[src/rtl/vga_timing_gen_pkg.sv]
// Shared display constants for the raster pipeline: 640x480@60 timing,
// position and colour widths, and a small window-decode helper.
package vga_timing_gen_pkg;
    localparam int VGA_H_ACTIVE = 640;
    localparam int VGA_H_FP     = 16;
    localparam int VGA_H_SYNC   = 96;
    localparam int VGA_H_BP     = 48;
    localparam int VGA_V_ACTIVE = 480;
    localparam int VGA_V_FP     = 10;
    localparam int VGA_V_SYNC   = 2;
    localparam int VGA_V_BP     = 33;
    localparam int VGA_H_TOTAL  = VGA_H_ACTIVE + VGA_H_FP + VGA_H_SYNC + VGA_H_BP;
    localparam int VGA_V_TOTAL  = VGA_V_ACTIVE + VGA_V_FP + VGA_V_SYNC + VGA_V_BP;

    localparam int POS_W = 10;
    localparam int RGB_W = 8;

    typedef logic [POS_W-1:0] pos_t;
    typedef logic [RGB_W-1:0] rgb_t;

    // Half-open window test lo <= pos < hi, unsigned.
    function automatic logic in_window(input pos_t pos, input pos_t lo, input pos_t hi);
        return (pos >= lo) && (pos < hi);
    endfunction
endpackage

[src/rtl/vga_timing_gen_if.sv]
// Raster timing bundle from the timing generator to the draw stages.
interface vga_timing_gen_if;
    import vga_timing_gen_pkg::*;

    pos_t hpos;
    pos_t vpos;
    logic en;
    logic pix_tick;
    logic hsync;
    logic vsync;
    logic line_start;
    logic frame_start;

    modport master (
        output hpos, vpos, en, pix_tick, hsync, vsync, line_start, frame_start
    );
    modport slave (
        input hpos, vpos, en, pix_tick, hsync, vsync, line_start, frame_start
    );
endinterface

[src/rtl/vga_timing_gen_sync_delay_line.sv]
// Fixed-depth register chain with a programmable reset value; used to align
// control signals with the registered colour path.
module vga_timing_gen_sync_delay_line #(
    parameter int                DATA_W  = 1,
    parameter int                STAGES  = 1,
    parameter logic [DATA_W-1:0] RST_VAL = '0
) (
    input  logic              clk,
    input  logic              rst,
    input  logic [DATA_W-1:0] din,
    output logic [DATA_W-1:0] dout
);
    logic [DATA_W-1:0] dly_p [STAGES];

    always_ff @(posedge clk or posedge rst) begin
        if (rst) begin
            for (int i = 0; i < STAGES; i++) dly_p[i] <= RST_VAL;
        end else begin
            dly_p[0] <= din;
            for (int i = 1; i < STAGES; i++) dly_p[i] <= dly_p[i-1];
        end
    end

    assign dout = dly_p[STAGES-1];
endmodule

[src/rtl/vga_timing_gen.sv]
// Raster timing source: pixel-rate divider, h/v position counters, visible
// enable, latency-matched sync outputs and line/frame strobes.
module vga_timing_gen
    import vga_timing_gen_pkg::*;
#(
    parameter int CLK_DIV    = 2,
    parameter int H_ACTIVE   = VGA_H_ACTIVE,
    parameter int H_FP       = VGA_H_FP,
    parameter int H_SYNC     = VGA_H_SYNC,
    parameter int H_BP       = VGA_H_BP,
    parameter int V_ACTIVE   = VGA_V_ACTIVE,
    parameter int V_FP       = VGA_V_FP,
    parameter int V_SYNC     = VGA_V_SYNC,
    parameter int V_BP       = VGA_V_BP,
    parameter bit SYNC_POL   = 1'b0,
    parameter int SYNC_DELAY = 1
) (
    input logic              clk,
    input logic              rst,
    vga_timing_gen_if.master vga
);
    localparam int H_TOTAL = H_ACTIVE + H_FP + H_SYNC + H_BP;
    localparam int V_TOTAL = V_ACTIVE + V_FP + V_SYNC + V_BP;
    localparam int DIV_W   = (CLK_DIV > 1) ? $clog2(CLK_DIV) : 1;

    localparam logic [DIV_W-1:0] DIV_LAST = DIV_W'(CLK_DIV - 1);
    localparam pos_t H_LAST  = pos_t'(H_TOTAL - 1);
    localparam pos_t V_LAST  = pos_t'(V_TOTAL - 1);
    localparam pos_t H_VIS   = pos_t'(H_ACTIVE);
    localparam pos_t V_VIS   = pos_t'(V_ACTIVE);
    localparam pos_t HS_LO   = pos_t'(H_ACTIVE + H_FP);
    localparam pos_t HS_HI   = pos_t'(H_ACTIVE + H_FP + H_SYNC);
    localparam pos_t VS_LO   = pos_t'(V_ACTIVE + V_FP);
    localparam pos_t VS_HI   = pos_t'(V_ACTIVE + V_FP + V_SYNC);
    localparam logic [1:0] SYNC_IDLE = {2{~SYNC_POL}};

    logic [DIV_W-1:0] div_cnt;
    logic             running;
    pos_t             hpos_r;
    pos_t             vpos_r;
    logic             line_start_r;
    logic             frame_start_r;
    logic             pix_tick;
    logic             h_wrap;
    logic             v_wrap;
    logic [1:0]       sync_lvl;
    logic [1:0]       sync_out;

    assign pix_tick = running && (div_cnt == DIV_LAST);
    assign h_wrap   = pix_tick && (hpos_r == H_LAST);
    assign v_wrap   = h_wrap && (vpos_r == V_LAST);

    always_ff @(posedge clk or posedge rst) begin
        if (rst) begin
            running       <= 1'b0;
            div_cnt       <= '0;
            hpos_r        <= '0;
            vpos_r        <= '0;
            line_start_r  <= 1'b0;
            frame_start_r <= 1'b0;
        end else begin
            running       <= 1'b1;
            line_start_r  <= h_wrap;
            frame_start_r <= v_wrap;
            if (running) begin
                div_cnt <= (div_cnt == DIV_LAST) ? '0 : div_cnt + 1'b1;
            end
            if (pix_tick) begin
                hpos_r <= h_wrap ? '0 : hpos_r + 1'b1;
                if (h_wrap) begin
                    vpos_r <= v_wrap ? '0 : vpos_r + 1'b1;
                end
            end
        end
    end

    // Sync is mapped to its output level before the delay line so every
    // stage resets straight to the idle level.
    assign sync_lvl = {in_window(hpos_r, HS_LO, HS_HI),
                       in_window(vpos_r, VS_LO, VS_HI)} ^ SYNC_IDLE;

    vga_timing_gen_sync_delay_line #(
        .DATA_W  (2),
        .STAGES  (SYNC_DELAY),
        .RST_VAL (SYNC_IDLE)
    ) u_sync_dly (
        .clk  (clk),
        .rst  (rst),
        .din  (sync_lvl),
        .dout (sync_out)
    );

    assign vga.hpos        = hpos_r;
    assign vga.vpos        = vpos_r;
    assign vga.en          = running && (hpos_r < H_VIS) && (vpos_r < V_VIS);
    assign vga.pix_tick    = pix_tick;
    assign vga.hsync       = sync_out[1];
    assign vga.vsync       = sync_out[0];
    assign vga.line_start  = line_start_r;
    assign vga.frame_start = frame_start_r;
endmodule

[src/flat_wrapper.sv]
// flat-port wrapper written by rule: the top's interface ports become plain ports
module vga_timing_gen_flat import vga_timing_gen_pkg::*;
#(
    parameter int CLK_DIV    = 2,
    parameter int H_ACTIVE   = VGA_H_ACTIVE,
    parameter int H_FP       = VGA_H_FP,
    parameter int H_SYNC     = VGA_H_SYNC,
    parameter int H_BP       = VGA_H_BP,
    parameter int V_ACTIVE   = VGA_V_ACTIVE,
    parameter int V_FP       = VGA_V_FP,
    parameter int V_SYNC     = VGA_V_SYNC,
    parameter int V_BP       = VGA_V_BP,
    parameter bit SYNC_POL   = 1'b0,
    parameter int SYNC_DELAY = 1
)
  (clk, rst, vga_hpos, vga_vpos, vga_en, vga_pix_tick, vga_hsync, vga_vsync, vga_line_start, vga_frame_start);
  vga_timing_gen_if vga_i ();
  input logic clk;
  input logic rst;
  output wire logic [$bits(vga_i.hpos)-1:0] vga_hpos;
  output wire logic [$bits(vga_i.vpos)-1:0] vga_vpos;
  output wire logic [$bits(vga_i.en)-1:0] vga_en;
  output wire logic [$bits(vga_i.pix_tick)-1:0] vga_pix_tick;
  output wire logic [$bits(vga_i.hsync)-1:0] vga_hsync;
  output wire logic [$bits(vga_i.vsync)-1:0] vga_vsync;
  output wire logic [$bits(vga_i.line_start)-1:0] vga_line_start;
  output wire logic [$bits(vga_i.frame_start)-1:0] vga_frame_start;
  assign vga_hpos = vga_i.hpos;
  assign vga_vpos = vga_i.vpos;
  assign vga_en = vga_i.en;
  assign vga_pix_tick = vga_i.pix_tick;
  assign vga_hsync = vga_i.hsync;
  assign vga_vsync = vga_i.vsync;
  assign vga_line_start = vga_i.line_start;
  assign vga_frame_start = vga_i.frame_start;
  vga_timing_gen #(.CLK_DIV(CLK_DIV), .H_ACTIVE(H_ACTIVE), .H_FP(H_FP), .H_SYNC(H_SYNC), .H_BP(H_BP), .V_ACTIVE(V_ACTIVE), .V_FP(V_FP), .V_SYNC(V_SYNC), .V_BP(V_BP), .SYNC_POL(SYNC_POL), .SYNC_DELAY(SYNC_DELAY)) u_core (.clk(clk), .rst(rst), .vga(vga_i));
endmodule
[config.mk]
export PLATFORM = sky130hd
export DESIGN_NAME = vga_timing_gen_flat
export DESIGN_NICKNAME = d
export VERILOG_FILES = /design/src/rtl/vga_timing_gen_pkg.sv /design/src/rtl/vga_timing_gen_if.sv /design/src/rtl/vga_timing_gen_sync_delay_line.sv /design/src/rtl/vga_timing_gen.sv /design/src/flat_wrapper.sv
export SDC_FILE = /design/constraint.sdc
export NUM_CORES = 1
export LEC_CHECK = 0
export ABC_CLOCK_PERIOD_IN_PS = 1810
export CAP_MARGIN = 20
export CORE_MARGIN = 8
export CORE_UTILIZATION = 50
export DETAILED_ROUTE_END_ITERATION = 10
export DONT_BUFFER_PORTS = 1
export GPL_ROUTABILITY_DRIVEN = 0
export GPL_TIMING_DRIVEN = 0
export SLEW_MARGIN = 30
export SYNTH_ARGS = -nofsm -noshare
export SYNTH_HDL_FRONTEND = slang
export SYNTH_SLANG_ARGS = --single-unit
[constraint.sdc]
create_clock -name clk -period 1.81 [get_ports clk]
set_input_delay 0.362 -clock clk [delete_from_list [all_inputs] [get_ports clk]]
set_output_delay 0.362 -clock clk [all_outputs]
set_load 0.02 [all_outputs]
==> out/metrics.cfg, run 1 <==
[synth]
synth_commonest_cells=dfrtp_1 (24), nand3_1 (11), o21ai_0 (9)
synth_area_per_cell_sq_um=10.7
synthMuxAreaShare_pct=0.778
synth_most_common_cell=dfrtp_1
async_reset_ff_share_pct=100
synthXorXnorAreaFrac_pct=7.49
yosysTopAreaCellShare_pct=46.7
synth_cell_type_count=36
synth-simple-area-share_pct=24.7
synthTopCellsByArea=dfrtp_1 (47%), nand3_1 (4.3%), dfstp_2 (4.1%)
synth-edff-count=0
synth_warnings=0
ys_ff_latch=26
synth_flop_cell=dfrtp_1
synth-compound-area-share_pct=7.20
yosysSeqAreaShare_pct=50.8
synthCells=120
syn_area_sq_um=1290
yosysTopAreaCell=dfrtp_1
synth_fp_nets=126
synthAdderAreaFrac_pct=3.89
synth_top_family_by_area=simple AND/OR/NAND/NOR gates

[timing]
layout_min_cycle_time_ns=1.77
relSlewSlack_pct=65.0
finalSetupViolCount=0
period_share_pct=98.0
setup_ws_ns=0.0358
rsz0062_at_grt=yes
finalSetupTns_ns=0
drv_slew=0
timing_hold_violations_final=0
worstMarginPinSlew_ns=0.524
fin_skew_ns=0.00574
max_clock_freq_ghz=0.564

[cells_and_area]
fin_nets=134
area_growth_pct=9.73
diodes=0
drive_gt1_share_pct=26.0

[worst_setup_path]
r2r_slack_ns=0.12
critPathLaunchType=flop
reg2reg_depth=6
crit_type=flop to output port
r2r_start=u_core.vga.vpos[1]$_DFFE_PP0P_
reg2reg_to=u_core.vga.vpos[3]$_DFFE_PP0P_
critPathRequiredTime_ns=1.45
crit_fanout=5
cp_data_arrival_time_ns=1.41
end_kind=output port

[clock_network]
clk_pin_slew_worst_paths_ns=0.14
clock-sinks=26
numCtsBuffers=3
root_buffer=clkbuf_4
clock_latency_ns=0.31
htreeDepth=1
cts_buffer_depth=2
tritoncts=yes

[power]
pwr-share-comb_pct=14.3
ir_drop_v=0.000725
power.switching_w=0.000418
p_seq_share_pct=62.5
p_leak_nw=0.613
p_int_w=0.000837
power_density_nw_per_um2=889
clockPowerShare_pct=23.2
swShare_pct=33.3

[floorplan]
fp-row-count=18
die_h_um=66.7
floorplan.initialDensity_pct=52.4
core-area_sq_um=2450
die_area_sq_um=4450
ios=28
fp.dieW_um=66.7

[hold_path]
hold_depth=1
hold_end=u_core.div_cnt$_DFFE_PP0P_
holdCritPathClass=flop to flop
min_from=u_core.div_cnt$_DFFE_PP0P_

[route]
via_per_inst=5.70
firstDrtPassIters=4
drtIter0Drc=18
wl_per_cell_um=17.3
drt_wl_total_um=2710
drc=0
vias=895
antenna_left=0

[global_routing]
grt_pass1_wl_um=4550
grt_overflow=0
grt_usage_pct=13.2
grt_max_degree=27
grt_antenna_before_repair=0
grt_pass1_vias=901

[placed_design]
dp_slack_ns=0.0128
port_buffers=0
dp_hpwl_um=1860

[job]
cap_viol_max_count=0

[status]
status=completed

cell usage in the layout (no fill, tap or decap), drive strengths merged:
master and instances:
dfrtp 24, nand3 11, o21ai 11, nand4 8, nand2 7, inv 7, xor2 6, nor2 5
xnor2 5, clkbuf 5, buf 5, ha 4, a21oi 3, nor3 3, and4 3, and4b 3
and3 2, o31ai 2, and2 2, dfstp 2, clkinv 1, nor4b 1, nor3b 1, nor2b 1
a22oi 1, nand4b 1, mux2i 1, dlygate4sd3 1, conb 1
final cells by class:
cell class	instances	area, sq um
plain buffers	4	31.3
clock buffers	4	36.3
fillers	222	1040
inverters	8	31.3
multi-input cells	82	586
flip-flops and latches	26	664
well taps	30	37.5
repair buffers	3	25.0
worst max-delay path, cell delays in order (launching register included):
cell and delay [ns]:
dfrtp_2 0.52, and4_4 0.23, and4b_2 0.35
state kept, by name (all words and copies together) (netlist names):
name	count
u_core.vga.hpos	10
u_core.vga.frame_start	1
u_core.u_sync_dly.dout	2
u_core.vga.vpos	10
u_core.div_cnt	1
u_core.running	1
u_core.vga.line_start	1
cell families after synthesis:
group,Yosys count
muxes,1
AOI/OAI and AO/OA,17
other,1
and+or+nand+nor,48
DFF,26
xor gates and xnor gates,11
buffers and inverters,12
adders and majority gates,4
how the worst max path moves through the flow:
stage                                   start                        endpoint  slack [ns]  depth (start not counted)
5_1_grt        u_core.vga.vpos[1]$_DFFE_PP0P_  u_core.vga.vpos[3]$_DFFE_PP0P_       -0.05                          6
6_report       u_core.vga.vpos[7]$_DFFE_PP0P_                          vga_en        0.04                          2
3_3_place_gp   u_core.vga.vpos[1]$_DFFE_PP0P_  u_core.vga.vpos[2]$_DFFE_PP0P_        0.07                          6
3_5_place_dp   u_core.vga.vpos[1]$_DFFE_PP0P_  u_core.vga.vpos[3]$_DFFE_PP0P_        0.01                          6
2_1_floorplan  u_core.vga.vpos[1]$_DFFE_PP0P_  u_core.vga.vpos[2]$_DFFE_PP0P_        0.23                          6
4_1_cts        u_core.vga.vpos[1]$_DFFE_PP0P_  u_core.vga.vpos[3]$_DFFE_PP0P_       0.009                          6
per-stage QoR:
stage	area, sq um	utilization [%]	hold WS, ns	power (W)	cells
floorplan	1290	-	0.401	0.000923	120
global placement	1320	53.9	0.471	0.000968	150
detailed placement	1320	53.9	0.480	0.000978	150
CTS	1380	56.1	0.166	0.00127	155
global route	1410	57.5	0.519	0.00134	157
finish	1410	57.5	0.498	0.00126	157
power groups by stage:
stage          logic [W]  registers, W  clock network (W)
2_1_floorplan   0.000149      0.000774                  0
3_3_place_gp    0.000172      0.000795                  0
3_5_place_dp    0.000180      0.000798                  0
4_1_cts         0.000181      0.000787           0.000303
5_1_grt         0.000212      0.000796           0.000328
6_report        0.000180      0.000784           0.000291
routing by layer:
metal,track usage [%],vias to the layer above,share of wire [%]
met1,17.4,435,45
met4,5.60,0,0.66
met3,4.03,2,7.2
met5,0,-,0
met2,19.5,20,48
li1,-,438,-
timing repair:
action	in CTS	in global routing
setup buffers	1	1
gates cloned	0	0
pin swaps	1	3
resized for setup	6	8
endpoints found under the hold margin	0	24
endpoints found under the setup margin	3	8
hold buffers	0	1
No activity file was read; power rests on OpenSTA's default activity.
==> inputs of run 2 (changes only) <==
Settings changed: CELL_PAD_IN_SITES_DETAIL_PLACEMENT set to 0, CELL_PAD_IN_SITES_GLOBAL_PLACEMENT set to 2, CORE_UTILIZATION 50 to 38, PLACE_DENSITY_LB_ADDON set to 0.1, SKIP_CTS_REPAIR_TIMING set to 1.
==> run 2 against run 1 <==
  * Hold slack got worse by 0.0095 ns
  * Critical path depth unchanged
  * First-iteration DRC count increased to 2.5 times the previous value
  * Critical path type unchanged
  * Largest power group unchanged
==> out/metrics.cfg, run 2 (synthesized netlist as in run 1, its figures left out) <==
[clock_network]
htreeDepth=1  ; unchanged
cts_buffer_depth=2  ; unchanged
tritoncts=yes  ; unchanged
root_buffer=clkbuf_4  ; unchanged
clk_pin_slew_worst_paths_ns=0.15  ; was 0.14 ns
clock_latency_ns=0.33  ; was 0.31 ns
clock-sinks=26  ; unchanged
numCtsBuffers=3  ; unchanged

[timing]
setup_ws_ns=0.0139  ; was 0.0358 ns
fin_skew_ns=0.00948  ; was 0.00574 ns
drv_slew=0  ; unchanged
hold-worst-slack_ns=0.488  ; was 0.498 ns
timing_hold_violations_final=0  ; unchanged
finalSetupTns_ns=0  ; unchanged
period_share_pct=99.2  ; was 98.0%
rsz0062_at_grt=yes  ; unchanged
layout_min_cycle_time_ns=1.80  ; was 1.77 ns
max_clock_freq_ghz=0.557  ; was 0.564 GHz
relSlewSlack_pct=64.2  ; was 65.0%
finalSetupViolCount=0  ; unchanged
worstMarginPinSlew_ns=0.536  ; was 0.524 ns

[global_routing]
grt_usage_pct=11.5  ; was 13.2%
grt_pass1_vias=947  ; was 901
grt_antenna_before_repair=0  ; unchanged
grt_pass1_wl_um=4810  ; was 4550 um
grt_max_degree=27  ; unchanged
grt_overflow=0  ; unchanged

[worst_setup_path]
cpPeakStageDelay_ns=0.52  ; about the same
cp_data_arrival_time_ns=1.43  ; was 1.41 ns
crit_type=flop to output port  ; unchanged
crit_fanout=4  ; was 5
r2r_start=u_core.vga.hpos[4]$_DFFE_PP0P_  ; was u_core.vga.vpos[1]$_DFFE_PP0P_
crit_buf_inv=0  ; unchanged
cp_top_family=simple AND/OR/NAND/NOR gates  ; unchanged
cp.depth=2  ; unchanged
startpoint=u_core.vga.vpos[8]$_DFFE_PP0P_  ; was u_core.vga.vpos[7]$_DFFE_PP0P_
crit_chain=and4_4, and4b_2  ; unchanged
end_kind=output port  ; unchanged
reg2reg_depth=5  ; was 6
critPathRequiredTime_ns=1.45  ; about the same
critPathLaunchType=flop  ; unchanged
crit_slowest_cell=dfrtp_2  ; unchanged

[floorplan]
floorplan.initialDensity_pct=39.2  ; was 52.4%
ios=28  ; unchanged
core-area_sq_um=3280  ; was 2450 sq um
die_h_um=74.2  ; was 66.7 um
fp-row-count=21  ; was 18
die_area_sq_um=5500  ; was 4450 sq um
fp.dieW_um=74.2  ; was 66.7 um

[power]
p_leak_nw=0.610  ; was 0.613 nW
ir_drop_v=0.000262  ; was 0.000725 V
power_density_nw_per_um2=881  ; was 889 nW/um^2
p_total_w=0.00127  ; was 0.00126 W

[route]
drtIter0Drc=45  ; was 18
firstDrtPassIters=4  ; unchanged
via_per_inst=5.25  ; was 5.70
drc=0  ; unchanged
wl_per_cell_um=16.5  ; was 17.3 um
vias=908  ; was 895
drt_wl_total_um=2860  ; was 2710 um
antenna_left=0  ; unchanged

[placed_design]
dp_slack_ns=-0.0152  ; was 0.0128 ns
placed_cell_area_sq_um=1340  ; was 1320 sq um
dp_hpwl_um=2050  ; was 1860 um
port_buffers=0  ; unchanged

[hold_path]
holdCritPathClass=flop to flop  ; unchanged
hold_depth=1  ; unchanged
min_from=u_core.div_cnt$_DFFE_PP0P_  ; unchanged

[cells_and_area]
mostFrequentLayoutCells=dfrtp_1 (14), nand3_1 (11), dfrtp_2 (10)  ; was dfrtp_1 (15), nand3_1 (11), o21ai_0 (9), dfrtp_2 (9)
area_growth_pct=11.7  ; was 9.73%
diodes=0  ; unchanged
final_area_sq_um=1440  ; was 1410 sq um
final_common_cell=dfrtp_1  ; unchanged
fin_nets=134  ; unchanged
nFillCells=337  ; was 222
seq_area_sq_um=666  ; was 664 sq um
drive_gt1_share_pct=26.8  ; was 26.0%
multiInputGateArea_sq_um=589  ; was 586 sq um

[status]
status=completed  ; unchanged

[job]
cap_viol_max_count=0  ; unchanged

==> run 2: cell counts in the layout (fill, tap and decap cells not counted) <==
Identical to the previous run, type by type.
==> run 2: layout make-up <==
type	instances	share of cell area (%)
timing repair buffer	3	1.74
tap	46	4.01
multi-input combinational	82	41.0
sequential	26	46.3
inverter	8	2.18
clock buffer	4	2.53
buffer	4	2.18
==> run 2: worst register-to-register path, delay by kind of cell, from the launching register on <==
kind	cells	cell delay, ns
simple gates	3	0.64
xor+xnor	1	0.16
buf+inv	1	0.19
flops	1	0.63
==> run 2: routing by layer <==
metal | up-vias | wire length, um | global-route usage (%)
met3 | 4 | 229 | 4.04
li1 | 437 | - | -
met5 | - | 0 | 0
met4 | 0 | 35 | 5.32
met1 | 445 | 1210 | 13.3
met2 | 22 | 1390 | 18.7
==> run 2: path summary, 6_finish.rpt <==
check | slack, ns | endpoint
min in group asynchronous | 0.51 | u_core.vga.vpos[4]$_DFFE_PP0P_
setup reg to reg | 0.14 | u_core.vga.vpos[6]$_DFFE_PP0P_
hold / removal | 0.49 | u_core.div_cnt$_DFFE_PP0P_
hold reg to reg | 0.49 | u_core.div_cnt$_DFFE_PP0P_
max in group asynchronous | 0.90 | u_core.vga.hpos[2]$_DFFE_PP0P_
setup / recovery | 0.01 | vga_en
==> run 2: power by group <==
| group | internal (W) | switching [W] |
|---|---|---|
| sequential | 0.000648 | 0.000142 |
| clock | 0.000123 | 0.000176 |
| combinational | 0.0000677 | 0.000108 |
| total | 0.000839 | 0.000426 |
==> run 2: stage by stage <==
step | std cells | util (%)
after floorplan | 120 | -
after global routing | 173 | 43.7
after CTS | 170 | 42.0
final | 173 | 43.7
after detailed placement | 166 | 40.9
after global placement | 166 | 40.9
